### src/rtl/i2c_bit_ctrl.sv
// Bit-level I2C engine: runs one START, STOP, WRITE or READ bit per command as
// four quarter-bit phases, driving open-drain SCL/SDA enables. PH_B waits for
// SCL to read back high, so a slave can stretch the clock. Arbitration loss
// aborts the command and releases both lines.
module i2c_bit_ctrl #(
  parameter int unsigned CLK_DIV = 250
) (
  input  logic       clk,
  input  logic       rst,
  input  logic       cmd_valid,
  output logic       cmd_ready,
  input  logic [2:0] cmd,
  input  logic       tx_bit,
  output logic       done,
  output logic       rx_bit,
  output logic       arb_lost,
  output logic       busy,
  input  logic       scl_i,
  input  logic       sda_i,
  output logic       scl_oe,
  output logic       sda_oe
);

  localparam int unsigned CntW = $clog2(CLK_DIV);
  localparam logic [CntW-1:0] CntLoad = CntW'(CLK_DIV - 1);

  typedef enum logic [2:0] {StIdle, StPhA, StPhB, StPhC, StPhD} state_e;
  typedef enum logic [1:0] {OpStart, OpStop, OpWrite, OpRead} op_e;

  state_e          state_q;
  state_e          next_ph;
  op_e             op_q;
  op_e             op_in;
  logic            tx_q;
  logic [CntW-1:0] cnt_q;
  logic            scl_meta_q, scl_s;
  logic            sda_meta_q, sda_s;
  logic            cmd_is_op;
  logic [2:0]      cmd_m1;
  logic            phase_end;
  logic            arb_hit;

  // Line enables for a given command and phase, returned as {scl_oe, sda_oe}.
  // START leaves SCL untouched in PH_A so a repeated START keeps SCL low.
  function automatic logic [1:0] drive(op_e op, logic txb, state_e ph, logic scl_cur);
    logic scl_n;
    logic sda_n;
    scl_n = 1'b0;
    sda_n = 1'b0;
    unique case (op)
      OpStart: begin
        scl_n = (ph == StPhA) ? scl_cur : (ph == StPhD);
        sda_n = (ph == StPhC) || (ph == StPhD);
      end
      OpStop: begin
        scl_n = (ph == StPhA);
        sda_n = (ph == StPhA) || (ph == StPhB);
      end
      OpWrite: begin
        scl_n = (ph == StPhA) || (ph == StPhD);
        sda_n = ~txb;
      end
      OpRead: begin
        scl_n = (ph == StPhA) || (ph == StPhD);
        sda_n = 1'b0;
      end
      default: ;
    endcase
    return {scl_n, sda_n};
  endfunction

  assign cmd_ready = (state_q == StIdle);
  assign busy      = (state_q != StIdle);

  // Command decode: 1..4 map onto the four operations, anything else is a NOP.
  assign cmd_m1    = cmd - 3'd1;
  assign op_in     = op_e'(cmd_m1[1:0]);
  assign cmd_is_op = (cmd >= 3'd1) && (cmd <= 3'd4);

  // Phase timing and arbitration detection from the synchronized pad values.
  always_comb begin
    phase_end = (cnt_q == '0) && ((state_q != StPhB) || scl_s);
    arb_hit   = 1'b0;
    if (!sda_oe && !sda_s) begin
      unique case (state_q)
        StPhB:   arb_hit = (op_q == OpStart) && phase_end;
        StPhC:   arb_hit = (op_q == OpWrite) && tx_q;
        StPhD:   arb_hit = (op_q == OpStop);
        default: arb_hit = 1'b0;
      endcase
    end
  end

  // Phase successor for the A->B->C->D walk.
  always_comb begin
    next_ph = StIdle;
    unique case (state_q)
      StPhA:   next_ph = StPhB;
      StPhB:   next_ph = StPhC;
      StPhC:   next_ph = StPhD;
      default: next_ph = StIdle;
    endcase
  end

  // Two-stage synchronizers for the asynchronous pad inputs; idle bus is high.
  always_ff @(posedge clk or negedge rst) begin
    if (!rst) begin
      scl_meta_q <= 1'b1;
      scl_s      <= 1'b1;
      sda_meta_q <= 1'b1;
      sda_s      <= 1'b1;
    end else begin
      scl_meta_q <= scl_i;
      scl_s      <= scl_meta_q;
      sda_meta_q <= sda_i;
      sda_s      <= sda_meta_q;
    end
  end

  // Command FSM with registered line enables and status pulses.
  always_ff @(posedge clk or negedge rst) begin
    if (!rst) begin
      state_q  <= StIdle;
      op_q     <= OpStart;
      tx_q     <= 1'b0;
      cnt_q    <= '0;
      scl_oe   <= 1'b0;
      sda_oe   <= 1'b0;
      done     <= 1'b0;
      arb_lost <= 1'b0;
      rx_bit   <= 1'b0;
    end else begin
      done     <= 1'b0;
      arb_lost <= 1'b0;
      if (arb_hit) begin
        state_q  <= StIdle;
        scl_oe   <= 1'b0;
        sda_oe   <= 1'b0;
        arb_lost <= 1'b1;
      end else begin
        unique case (state_q)
          StIdle: begin
            if (cmd_valid) begin
              if (cmd_is_op) begin
                op_q             <= op_in;
                tx_q             <= tx_bit;
                cnt_q            <= CntLoad;
                state_q          <= StPhA;
                {scl_oe, sda_oe} <= drive(op_in, tx_bit, StPhA, scl_oe);
              end else begin
                done <= 1'b1;
              end
            end
          end
          StPhA, StPhB, StPhC: begin
            if (phase_end) begin
              state_q          <= next_ph;
              cnt_q            <= CntLoad;
              {scl_oe, sda_oe} <= drive(op_q, tx_q, next_ph, scl_oe);
              if ((state_q == StPhC) && ((op_q == OpWrite) || (op_q == OpRead))) begin
                rx_bit <= sda_s;
              end
            end else if (cnt_q != '0) begin
              cnt_q <= cnt_q - CntW'(1);
            end
          end
          StPhD: begin
            if (phase_end) begin
              state_q <= StIdle;
              done    <= 1'b1;
            end else if (cnt_q != '0) begin
              cnt_q <= cnt_q - CntW'(1);
            end
          end
          default: state_q <= StIdle;
        endcase
      end
    end
  end

endmodule
### config.mk
export PLATFORM = sky130hd
export DESIGN_NAME = i2c_bit_ctrl
export DESIGN_NICKNAME = d
export VERILOG_FILES = /design/src/rtl/i2c_bit_ctrl.sv
export SDC_FILE = /design/constraint.sdc
export NUM_CORES = 1
export LEC_CHECK = 0
export ABC_AREA = 1
export CAP_MARGIN = 20
export CORE_MARGIN = 2
export CORE_UTILIZATION = 45
export CTS_BUF_LIST = sky130_fd_sc_hd__clkbuf_4 sky130_fd_sc_hd__clkbuf_8
export DETAILED_ROUTE_END_ITERATION = 6
export GPL_ROUTABILITY_DRIVEN = 0
export PLACE_DENSITY = 0.66
export SLEW_MARGIN = 25
export SYNTH_ARGS = -nofsm -noshare
export SYNTH_HDL_FRONTEND = slang
export SYNTH_SLANG_ARGS = --single-unit
### constraint.sdc
create_clock -name clk -period 1.95 [get_ports clk]
set_input_delay 0.4875 -clock clk [delete_from_list [all_inputs] [get_ports clk]]
set_output_delay 0.4875 -clock clk [all_outputs]
set_load 0.01 [all_outputs]
After elaboration in Yosys (flattened, before gate mapping)
Index checks and enable logic that the tools add are counted.
{"block": "word_totals", "regBits": 23, "word_cells": 111, "out_inout_bits": 7, "input_bits": 9}
{"block": "op_classes", "n_lt_le_gt_ge": 2, "n_eq_ne": 24, "mux": 36, "n_reduce_logical": 31, "n_addsub": 2, "bitwise_logic": 3}
{"cell": "8-bit two-way mux", "count": 5}
{"cell": "8-bit one-hot mux with 3 select lines", "count": 1}
{"cell": "3-bit one-hot mux with 3 select lines", "count": 2}
{"cell": "1-bit two-way mux", "count": 16}
{"cell": "4-bit AND reduction", "count": 4}
{"cell": "3-bit two-way mux", "count": 5}
{"cell": "3-bit by 2-bit == test with 1-bit output, second input constant", "count": 4}
{"cell": "3-bit != test, second input constant", "count": 3}
{"cell": "1-bit one-hot mux with 3 select lines", "count": 3}
{"cell": "3-bit nonzero test", "count": 3}
{"cell": "2-bit == test, second input constant", "count": 4}
{"cell": "8-bit zero test", "count": 1}
{"cell": "8-bit nonzero test", "count": 1}
{"cell": "8-bit by 1-bit subtractor with 8-bit output, second input constant", "count": 1}
{"cell": "3-bit by 1-bit == test with 1-bit output, second input constant", "count": 2}
{"cell": "3-bit == test, second input constant", "count": 2}
{"cell": "1-bit logical AND", "count": 6}
{"cell": "3-bit by 2-bit != test with 1-bit output, second input constant", "count": 2}
{"cell": "1-bit one-hot mux with 2 select lines", "count": 3}
{"cell": "6-bit AND reduction", "count": 1}
{"cell": "3-bit OR reduction", "count": 2}
{"cell": "1-bit logical OR", "count": 5}
{"cell": "5-bit AND reduction", "count": 1}
{"cell": "2-bit by 1-bit == test with 1-bit output, second input constant", "count": 2}
{"cell": "13 further kinds", "count": 19}

Depth between registers and ports, before layout
Gate-level depths: netlist (run 1).
{"block": "logic_depth", "ltp_word": 8, "mapped_depth": 12, "mapped_depth_nobuf": 12}

Worst setup path after synthesis (run 1)
OpenSTA, ideal clock, no wires.
{"block": "synth_timing", "kind": "in2reg", "from": "in cmd[1]", "to": "reg tx_q", "path_buffers": 0, "path_stages": 7, "setup_ns": 0.125, "path_slack_ns": 0.415, "t_required_ns": 1.825, "t_arrival_ns": 1.410, "path_cell_list": "inv_1 ha_1 nor2_1 nand3_1 nand3_1 nor2_2 mux2_2"}
{"block": "synth_via", "elab_chain_cells": 3, "word_cells_on_any_way": 4, "classes_between": "order compare (2); reduce/logical (2)"}
{"item": "start: declaration", "line": "12", "text": "input logic [2:0] cmd,"}
{"item": "3-bit by 1-bit greater-or-equal comparator with 1-bit output / 3-bit <= comparator (equally long branches)", "line": "78", "text": "assign cmd_is_op = (cmd >= 3'd1) && (cmd <= 3'd4);"}
{"item": "1-bit logical AND *", "line": "78"}
{"item": "4-bit AND reduction (no source line) *"}
{"item": "end signal: assignment", "line": "146", "text": "tx_q <= tx_bit;"}
{"item": "end: declaration", "line": "34", "text": "logic tx_q;"}
Every way passes the cells marked *; elsewhere a longest branch is shown, timed or not.
A chain may end at the register's enable or synchronous reset.

Worst setup path after layout (run 1)
{"block": "layout_timing", "from": "reg state_q[1]", "to": "out busy"}
{"block": "layout_via", "elab_chain_cells": 1}
{"item": "start: declaration", "line": "30", "text": "state_e state_q;"}
{"item": "start signal: assignment", "line": "123", "text": "state_q <= StIdle;"}
{"item": "start signal: assignment", "line": "136", "text": "state_q <= StIdle;"}
{"item": "start signal: assignment", "line": "148", "text": "state_q <= StPhA;"}
{"item": "3-bit nonzero test", "line": "73", "text": "assign busy = (state_q != StIdle);"}
{"item": "end: declaration", "line": "17", "text": "output logic busy,"}
Every way passes these cells.

==> flow_metrics.env, run 1 <==
export IMPL_synth_flop_cell="dfrtp_1"
export IMPL_synthCells=226
export IMPL_slew_headroom_pct=80.4
export IMPL_netlist_area_leader_share_pct=28.9
export IMPL_p_total_mw=3.24
export IMPL_synth_top_family_by_area="simple AND/OR/NAND/NOR gates"
export IMPL_yosys_top_cells_count="nand2_1, nand3_1, inv_1, dfrtp_1, nor2_1"
export IMPL_via_per_inst=4.96
export IMPL_cp_required_ns=1.46
export IMPL_synth_simple_gate_area_share_pct=43.2
export IMPL_ant_nets=0
export IMPL_grt_usage_pct=20.0
export IMPL_critPathMaxFanout=3
export IMPL_synth_distinct_cells=26
export IMPL_worst_r2r_startpoint="cnt_q[1]"
export IMPL_leakagePower_nw=1.02
export IMPL_grt_pass1_wl_um=6490
export IMPL_drtIter0Drc=87
export IMPL_gr_total_overflow=0
export IMPL_ys_seq_area_share_pct=35.3
export IMPL_cap_violations=0
export IMPL_synth_area_leaders="dfrtp_1, nand2_1, dfstp_2"
export IMPL_multiInputGateArea_sq_um=948
export IMPL_critPathLaunchType="flop"
export IMPL_rows=21
export IMPL_fin_crit_sh_pct=95.7
export IMPL_clock_sinks=23
export IMPL_die_area_sq_mm=0.00416
export IMPL_hold_buffers=0
export IMPL_cts_root_buf="clkbuf_4"
export IMPL_dp_cells=298
export IMPL_finalSetupViolations=0
export IMPL_num_fill_cells=324
export IMPL_area_growth_pct=19.7
export IMPL_synth_most_common_cell="nand2_1"
export IMPL_ff_latch_area_sq_um=581
export IMPL_min_path_cells=0
export IMPL_syn_nets=241
export IMPL_tightest_slew_ns=0.294
export IMPL_final_util_pct=57.7
export IMPL_synthAdderAreaFrac_pct=4.56
export IMPL_start_util_pct=48.2
export IMPL_syn_avg_cell_area_sq_um=7.28
export IMPL_antenna_found_initial=0
export IMPL_cts_buffers=3
export IMPL_firstDrtPassIters=4
export IMPL_path_clk_slew_ns=0.11
export IMPL_yosys_area_top_type="dfrtp_1"
export IMPL_port_buffer_count=15
export IMPL_die_w_um=64.5
export IMPL_syn_area_sq_mm=0.00165
export IMPL_core_sq_mm=0.00342
export IMPL_worst_clock_skew_ns=0.00968
export IMPL_peakVddDrop_uv=824
export IMPL_crit_start="state_q[1]"
export IMPL_drive_gt1_share_pct=21.8
export IMPL_clock_latency_ns=0.31
export IMPL_synth_compound_area_share_pct=7.00
export IMPL_p_per_area_mw_per_mm2=1640
export IMPL_ys_warn_count=0
export IMPL_cts_tree="done"
export IMPL_holdCritPathClass="reg2reg"
export IMPL_die_h_um=64.5
export IMPL_htree_levels=1
export IMPL_period_needed_ns=1.87
export IMPL_num_io_pins=16
export IMPL_muxShareOfSynthArea_pct=0.684
export IMPL_routed_wirelength_um=3590
export IMPL_hold_start="scl_meta_q"
export IMPL_final_nets=273
export IMPL_diodes=0
export IMPL_ys_seq_elements=23
export IMPL_async_reset_ff_share_pct=100
export IMPL_drc=0
export IMPL_grt_pass1_vias=1483
export IMPL_arrival_ns=1.38
export IMPL_rsz0062_at_grt="false"
export IMPL_critical_path_class="reg2out"
export IMPL_grt_max_degree=24
export IMPL_synth_edf_count=0
export IMPL_hpwlAfterDp_um=2770
export IMPL_endpoint_kind="output port"
export IMPL_final_hold_violation_count=0
export IMPL_ff2ff_path_depth=11
export IMPL_status="completed"
export IMPL_report_final_slew_viol_count=0
export IMPL_detail_route_wl_per_cell_um=11.8
export IMPL_clock_path_buffers=2
export IMPL_vias=1504
export IMPL_fmax_ghz=0.536
export IMPL_synth_xor_area_share_pct=1.60
export IMPL_stdcell_count=303
==> cells in the final DEF, fill, tap and decap left out, types with 2 or more instances in the layout <==
| cell type | netlist | layout |
|---|---|---|
| nand2_2 | 4 | 5 |
| nand3_2 | 1 | 2 |
| inv_2 | 6 | 6 |
| nand4_1 | 5 | 5 |
| dfstp_2 | 4 | 4 |
| nor2_2 | 5 | 6 |
| o211ai_1 | 3 | 3 |
| buf_4 | 0 | 14 |
| nand2_4 | 5 | 5 |
| o21ai_1 | 5 | 5 |
| nand2_1 | 78 | 77 |
| nor2_4 | 4 | 4 |
| a21oi_1 | 5 | 5 |
| dfrtp_1 | 19 | 19 |
| clkdlybuf4s50_1 | 0 | 13 |
| xor2_1 | 3 | 3 |
| nand3b_1 | 3 | 3 |
| inv_1 | 20 | 20 |
| ha_1 | 6 | 6 |
| o21ai_0 | 6 | 6 |
| clkbuf_4 | 0 | 4 |
| nand3_1 | 21 | 20 |
| nor2_1 | 16 | 15 |
==> registers in the layout (all words and copies together) (netlist names) <==
signal and flops:
arb_lost 1, cnt_q 8, done 1, op_q 2
rx_bit 1, scl_meta_q 1, scl_oe 1, scl_s 1
sda_meta_q 1, sda_oe 1, sda_s 1, state_q 3
tx_q 1
==> layout make-up <==
| cell class | count | area share (%) |
|---|---|---|
| clock buffer | 4 | 1.52 |
| timing repair buffer | 29 | 12.6 |
| inverter | 27 | 5.27 |
| multi-input combinational | 174 | 48.2 |
| sequential | 23 | 29.5 |
| tap | 46 | 2.92 |
==> metrics by stage <==
stage	hold WS [ns]	worst slack, ns	cell area [sq um]	setup TNS [ns]
after floorplan	0.192	0.415	1650	0
after global placement	0.346	-0.165	1930	-1.66
after detailed placement	0.347	-0.172	1930	-1.97
after CTS	0.365	0.0264	1960	0
after global routing	0.367	0.00195	1970	0
final	0.363	0.0848	1970	0
==> worst max-delay path, cell delays in order (launching register included) <==
cell and delay (ns):
dfrtp_1 0.40, inv_2 0.09, nand2_4 0.09, nor2_4 0.14, inv_2 0.06, dlygate4sd2_1 0.28
==> routing by layer <==
layer | GRT usage [%] | wire (um)
met1 | 24.3 | 1670
met2 | 35.0 | 1770
met3 | 4.34 | 89
met4 | 7.18 | 61
met5 | 0 | 0
==> cell families after synthesis <==
logic type      Yosys count
flops                    23
compound gates           20
buf+inv                  29
fa+ha+maj                 6
xor+xnor                  3
simple gates            144
mux                       1
==> where the power goes <==
| group | total [mW] | leakage, nW | internal (mW) | switching [mW] |
|---|---|---|---|---|
| clock | 0.235 | 0.0184 | 0.0939 | 0.141 |
| sequential | 0.844 | 0.276 | 0.670 | 0.174 |
| combinational | 2.16 | 0.726 | 0.841 | 1.32 |
==> repair_timing <==
item | in CTS | in global routing
resized for setup | 3 | 4
cloned | 0 | 0
setup buffers | 1 | 0
pin swaps | 1 | 0
endpoints found under the setup margin | 2 | 8
==> path summary, 6_finish.rpt <==
kind | slack (ns) | endpoint
max | 0.08 | busy
min | 0.36 | scl_s
max reg2reg | 0.22 | state_q[0]
min reg2reg | 0.36 | scl_s
max in group asynchronous | 1.14 | scl_s
min in group asynchronous | 0.51 | cnt_q[0]
Power figures use the tool's default switching activity.
==> run 2, diff against run 1 <==
--- a/config.mk
+++ b/config.mk
@@ -12,6 +12,7 @@
 export CTS_BUF_LIST = sky130_fd_sc_hd__clkbuf_4 sky130_fd_sc_hd__clkbuf_8
 export DETAILED_ROUTE_END_ITERATION = 6
 export GPL_ROUTABILITY_DRIVEN = 0
+export MAX_ROUTING_LAYER = met4
 export PLACE_DENSITY = 0.66
 export SLEW_MARGIN = 25
 export SYNTH_ARGS = -nofsm -noshare
==> flow_metrics.env, run 2 (synthesis results as in run 1) <==
export IMPL_status="completed"
export IMPL_cap_violations=0
export IMPL_routed_wirelength_um=3590
export IMPL_drtIter0Drc=87
export IMPL_hold_buffers=0
export IMPL_die_h_um=64.5
export IMPL_critPathMaxFanout=3
export IMPL_report_final_slew_viol_count=0
export IMPL_cts_buffers=3
export IMPL_drive_gt1_share_pct=21.8
export IMPL_fin_setup_tns_ns=0
export IMPL_clock_path_buffers=2
export IMPL_hpwlAfterDp_um=2770
export IMPL_worst_clock_skew_ns=0.00966
export IMPL_clock_sinks=23
export IMPL_rows=21
export IMPL_gr_total_overflow=0
export IMPL_cts_tree="done"
export IMPL_final_hold_violation_count=0
export IMPL_tightest_slew_ns=0.294
export IMPL_ant_nets=0
export IMPL_rsz0062_at_grt="false"
export IMPL_firstDrtPassIters=4
export IMPL_use_met3_pct=4.17
export IMPL_arrival_ns=1.38
export IMPL_stdcell_count=303
export IMPL_final_cell_mix="nand2_1, inv_1, nand3_1"
export IMPL_top_regs="cnt_q (8), state_q (3), op_q (2)"
export IMPL_regMostFlops="cnt_q"
export IMPL_port_buffer_count=15
export IMPL_met2_usage_pct=35.0
export IMPL_leakagePower_nw=1.02
export IMPL_slew_headroom_pct=80.4
export IMPL_peakVddDrop_uv=825
export IMPL_finalSetupViolations=0
export IMPL_clock_latency_ns=0.31
export IMPL_largest_reg_flops=8
export IMPL_whs_ns=0.363
export IMPL_area_growth_pct=19.7
export IMPL_endpoint_kind="output port"
export IMPL_top_usage_layer="met2"
export IMPL_num_io_pins=16
export IMPL_final_nets=273
export IMPL_fin_ws_ns=0.0850
export IMPL_p_total_mw=3.24
export IMPL_holdCritPathClass="reg2reg"
export IMPL_diodes=0
export IMPL_via_per_inst=4.96
export IMPL_critical_path_class="reg2out"
export IMPL_htree_levels=1
export IMPL_core_sq_mm=0.00342
export IMPL_critPathLaunchType="flop"
export IMPL_drc=0
export IMPL_die_w_um=64.5
export IMPL_num_fill_cells=324
export IMPL_period_needed_ns=1.86
export IMPL_start_util_pct=48.2
export IMPL_grt_pass1_wl_um=6490
export IMPL_fmax_ghz=0.536
export IMPL_path_clk_slew_ns=0.11
export IMPL_cts_root_buf="clkbuf_4"
export IMPL_layout_commonest_cell="nand2_1"
export IMPL_grt_usage_pct=20.6
export IMPL_fin_crit_sh_pct=95.6
export IMPL_p_per_area_mw_per_mm2=1640
export IMPL_detail_route_wl_per_cell_um=11.8
export IMPL_dp_cells=298
export IMPL_grtUsageMet1_pct=24.4
export IMPL_grt_pass1_vias=1483
export IMPL_grt_max_degree=24
export IMPL_post_place_ws_ns=-0.172
export IMPL_vias=1504
export IMPL_antenna_found_initial=0
export IMPL_cp_required_ns=1.46
export IMPL_die_area_sq_mm=0.00416
==> run 2: per-layer routing <==
layer | routed length [um] | share of wire (%)
met3 | 87 | 2.4
met4 | 60 | 1.7
met5 | 0 | 0
met2 | 1770 | 49
met1 | 1670 | 47
==> run 2: critical path, cell delays in order (launching register included) <==
cell and delay (ns):
dfrtp_1 0.40, inv_2 0.09, nand2_4 0.09, nor2_4 0.14, inv_2 0.06, dlygate4sd2_1 0.28
==> run 2: stage by stage <==
stage               util, %  area, sq um
finish                 57.7         1970
detailed placement     56.4         1930
floorplan                 -         1650
CTS                    57.5         1960
global placement       56.4         1930
global route           57.7         1970
==> run 2: final timing paths <==
kind,from,to,slack (ns),cells past startpoint
min,scl_meta_q,scl_s,0.36,0
max,state_q[1],busy,0.09,5
min in group asynchronous,rst,cnt_q[0],0.51,2
min reg2reg,scl_meta_q,scl_s,0.36,0
max reg2reg,cnt_q[1],state_q[0],0.22,11
max in group asynchronous,rst,scl_s,1.14,2
==> run 2: area by class of cell <==
cell class	instances	area (sq um)	area share (%)
multi-input combinational	174	948	48.2
clock buffer	4	30.0	1.52
sequential	23	581	29.5
timing repair buffer	29	249	12.6
inverter	27	104	5.27
tap	46	57.6	2.92
==> run 2: what timing repair did <==
action                                  in CTS  in global routing
pin swaps                                    1                  0
endpoints found under the hold margin        0                  0
buffers inserted                             1                  0
endpoints found under the setup margin       2                  8
gates resized for setup                      3                  4
==> run 2: power by group <==
group | internal, mW | switching (mW) | total (mW)
logic | 0.841 | 1.32 | 2.16
registers | 0.670 | 0.174 | 0.844
clock network | 0.0939 | 0.141 | 0.235
==> run 3, diff against run 2 <==
--- a/config.mk
+++ b/config.mk
@@ -7,7 +7,6 @@
 export LEC_CHECK = 0
 export ABC_AREA = 1
 export CAP_MARGIN = 20
-export CORE_MARGIN = 2
 export CORE_UTILIZATION = 45
 export CTS_BUF_LIST = sky130_fd_sc_hd__clkbuf_4 sky130_fd_sc_hd__clkbuf_8
 export DETAILED_ROUTE_END_ITERATION = 6
==> flow_metrics.env, run 3 (synthesis results as in run 1) <==
export IMPL_status="completed"
export IMPL_final_nets=275
export IMPL_antenna_found_initial=0
export IMPL_cap_violations=0
export IMPL_period_needed_ns=1.85
export IMPL_top_regs="cnt_q (8), state_q (3), op_q (2)"
export IMPL_grt_max_degree=24
export IMPL_core_sq_mm=0.00342
export IMPL_rsz0062_at_grt="false"
export IMPL_cp_required_ns=1.46
export IMPL_grt_usage_pct=21.0
export IMPL_area_growth_pct=19.8
export IMPL_regMostFlops="cnt_q"
export IMPL_hold_buffers=0
export IMPL_p_per_area_mw_per_mm2=1640
export IMPL_finalSetupViolations=0
export IMPL_rows=21
export IMPL_final_hold_violation_count=0
export IMPL_drc=0
export IMPL_max_stage_delay_ns=0.41
export IMPL_whs_ns=0.364
export IMPL_dp_cells=299
export IMPL_cts_tree="done"
export IMPL_worst_path_max_delay_cell="dfrtp_1"
export IMPL_holdCritPathClass="reg2reg"
export IMPL_fin_crit_sh_pct=95.1
export IMPL_worst_clock_skew_ns=0.00318
export IMPL_cts_buffers=3
export IMPL_layout_commonest_cell="nand2_1"
export IMPL_stdcell_count=305
export IMPL_drtIter0Drc=91
export IMPL_largest_reg_flops=8
export IMPL_via_per_inst=5.02
export IMPL_die_h_um=62.5
export IMPL_peakVddDrop_uv=966
export IMPL_critPathMaxFanout=3
export IMPL_vias=1530
export IMPL_diodes=0
export IMPL_clock_path_buffers=2
export IMPL_leakagePower_nw=1.03
export IMPL_die_w_um=62.5
export IMPL_htree_levels=1
export IMPL_fmax_ghz=0.539
export IMPL_gr_total_overflow=0
export IMPL_clock_sinks=23
export IMPL_slew_headroom_pct=79.9
export IMPL_grt_pass1_vias=1450
export IMPL_detail_route_wl_per_cell_um=11.9
export IMPL_ant_nets=0
export IMPL_cts_root_buf="clkbuf_4"
export IMPL_drive_gt1_share_pct=21.2
export IMPL_crit_top_cell="inv_2"
export IMPL_final_cell_mix="nand2_1, nand3_1, inv_1"
export IMPL_endpoint_kind="output port"
export IMPL_start_util_pct=48.2
export IMPL_die_area_sq_mm=0.00390
export IMPL_path_cells="inv_2 > nand2_4 > nor2_4 > inv_2 > dlygate4sd2_1"
export IMPL_tightest_slew_ns=0.302
export IMPL_firstDrtPassIters=5
export IMPL_arrival_ns=1.37
export IMPL_hpwlAfterDp_um=2790
export IMPL_grt_pass1_wl_um=6370
export IMPL_critPathLaunchType="flop"
export IMPL_path_clk_slew_ns=0.12
export IMPL_routed_wirelength_um=3620
export IMPL_num_io_pins=16
export IMPL_report_final_slew_viol_count=0
export IMPL_port_buffer_count=15
export IMPL_critical_path_class="reg2out"
export IMPL_clock_latency_ns=0.31
run 3: cell types whose count changed in the layout (fill, tap and decap cells not counted), sizes merged:
cell    delta
clkinv     +1
clkbuf     -1
buf        +2
run 3: final timing paths:
check	from	to	slack, ns	cells after the start
hold reg to reg	sda_meta_q	sda_s	0.36	0
hold / removal	sda_meta_q	sda_s	0.36	0
setup reg to reg	state_q[0]	state_q[2]	0.15	11
max in group asynchronous	rst	sda_meta_q	1.15	2
min in group asynchronous	rst	cnt_q[4]	0.51	2
setup / recovery	state_q[0]	busy	0.1	5
run 3: layout make-up:
cell class                 instances  area (sq um)
timing repair buffer              31           264
clock buffer                       3          22.5
clock inverter                     1          5.00
inverter                          27           104
tap                               46          57.6
fill                             344          1440
multi-input combinational        174           938
sequential                        23           581
run 3: worst max-delay path, delay by kind of cell (launching register included):
kind          cells  cell delay (ns)
buf+inv           3             0.42
flops             1             0.41
simple gates      2             0.22
run 3: timing repair:
action,CTS,global route
endpoints found under the setup margin,2,1
setup buffers,2,0
pin swaps,1,0
gates resized for setup,2,2
endpoints found under the hold margin,0,0
run 3: metal layers:
metal / GRT usage, % / share of wire, %
met3: 3.65 / 3.0
met4: 6.69 / 0.77
met5: - / 0
met2: 36.4 / 52
met1: 24.7 / 44
run 3: power by group:
part / internal, mW / switching [mW]
registers: 0.671 / 0.159
clock network: 0.0767 / 0.146
logic: 0.857 / 1.32
total: 1.60 / 1.63
run 3: metrics by stage:
step / setup TNS [ns] / instance area, sq um / setup WS (ns) / power (mW) / util (%)
2_1_floorplan: 0 / 1650 / 0.415 / 2.41 / -
3_3_place_gp: -1.63 / 1940 / -0.164 / 2.99 / 56.7
3_5_place_dp: -2.15 / 1940 / -0.186 / 3.00 / 56.7
4_1_cts: 0 / 1980 / 0.00787 / 3.25 / 57.8
5_1_grt: 0 / 1970 / 0.00299 / 3.57 / 57.7
6_report: 0 / 1970 / 0.0960 / 3.23 / 57.7
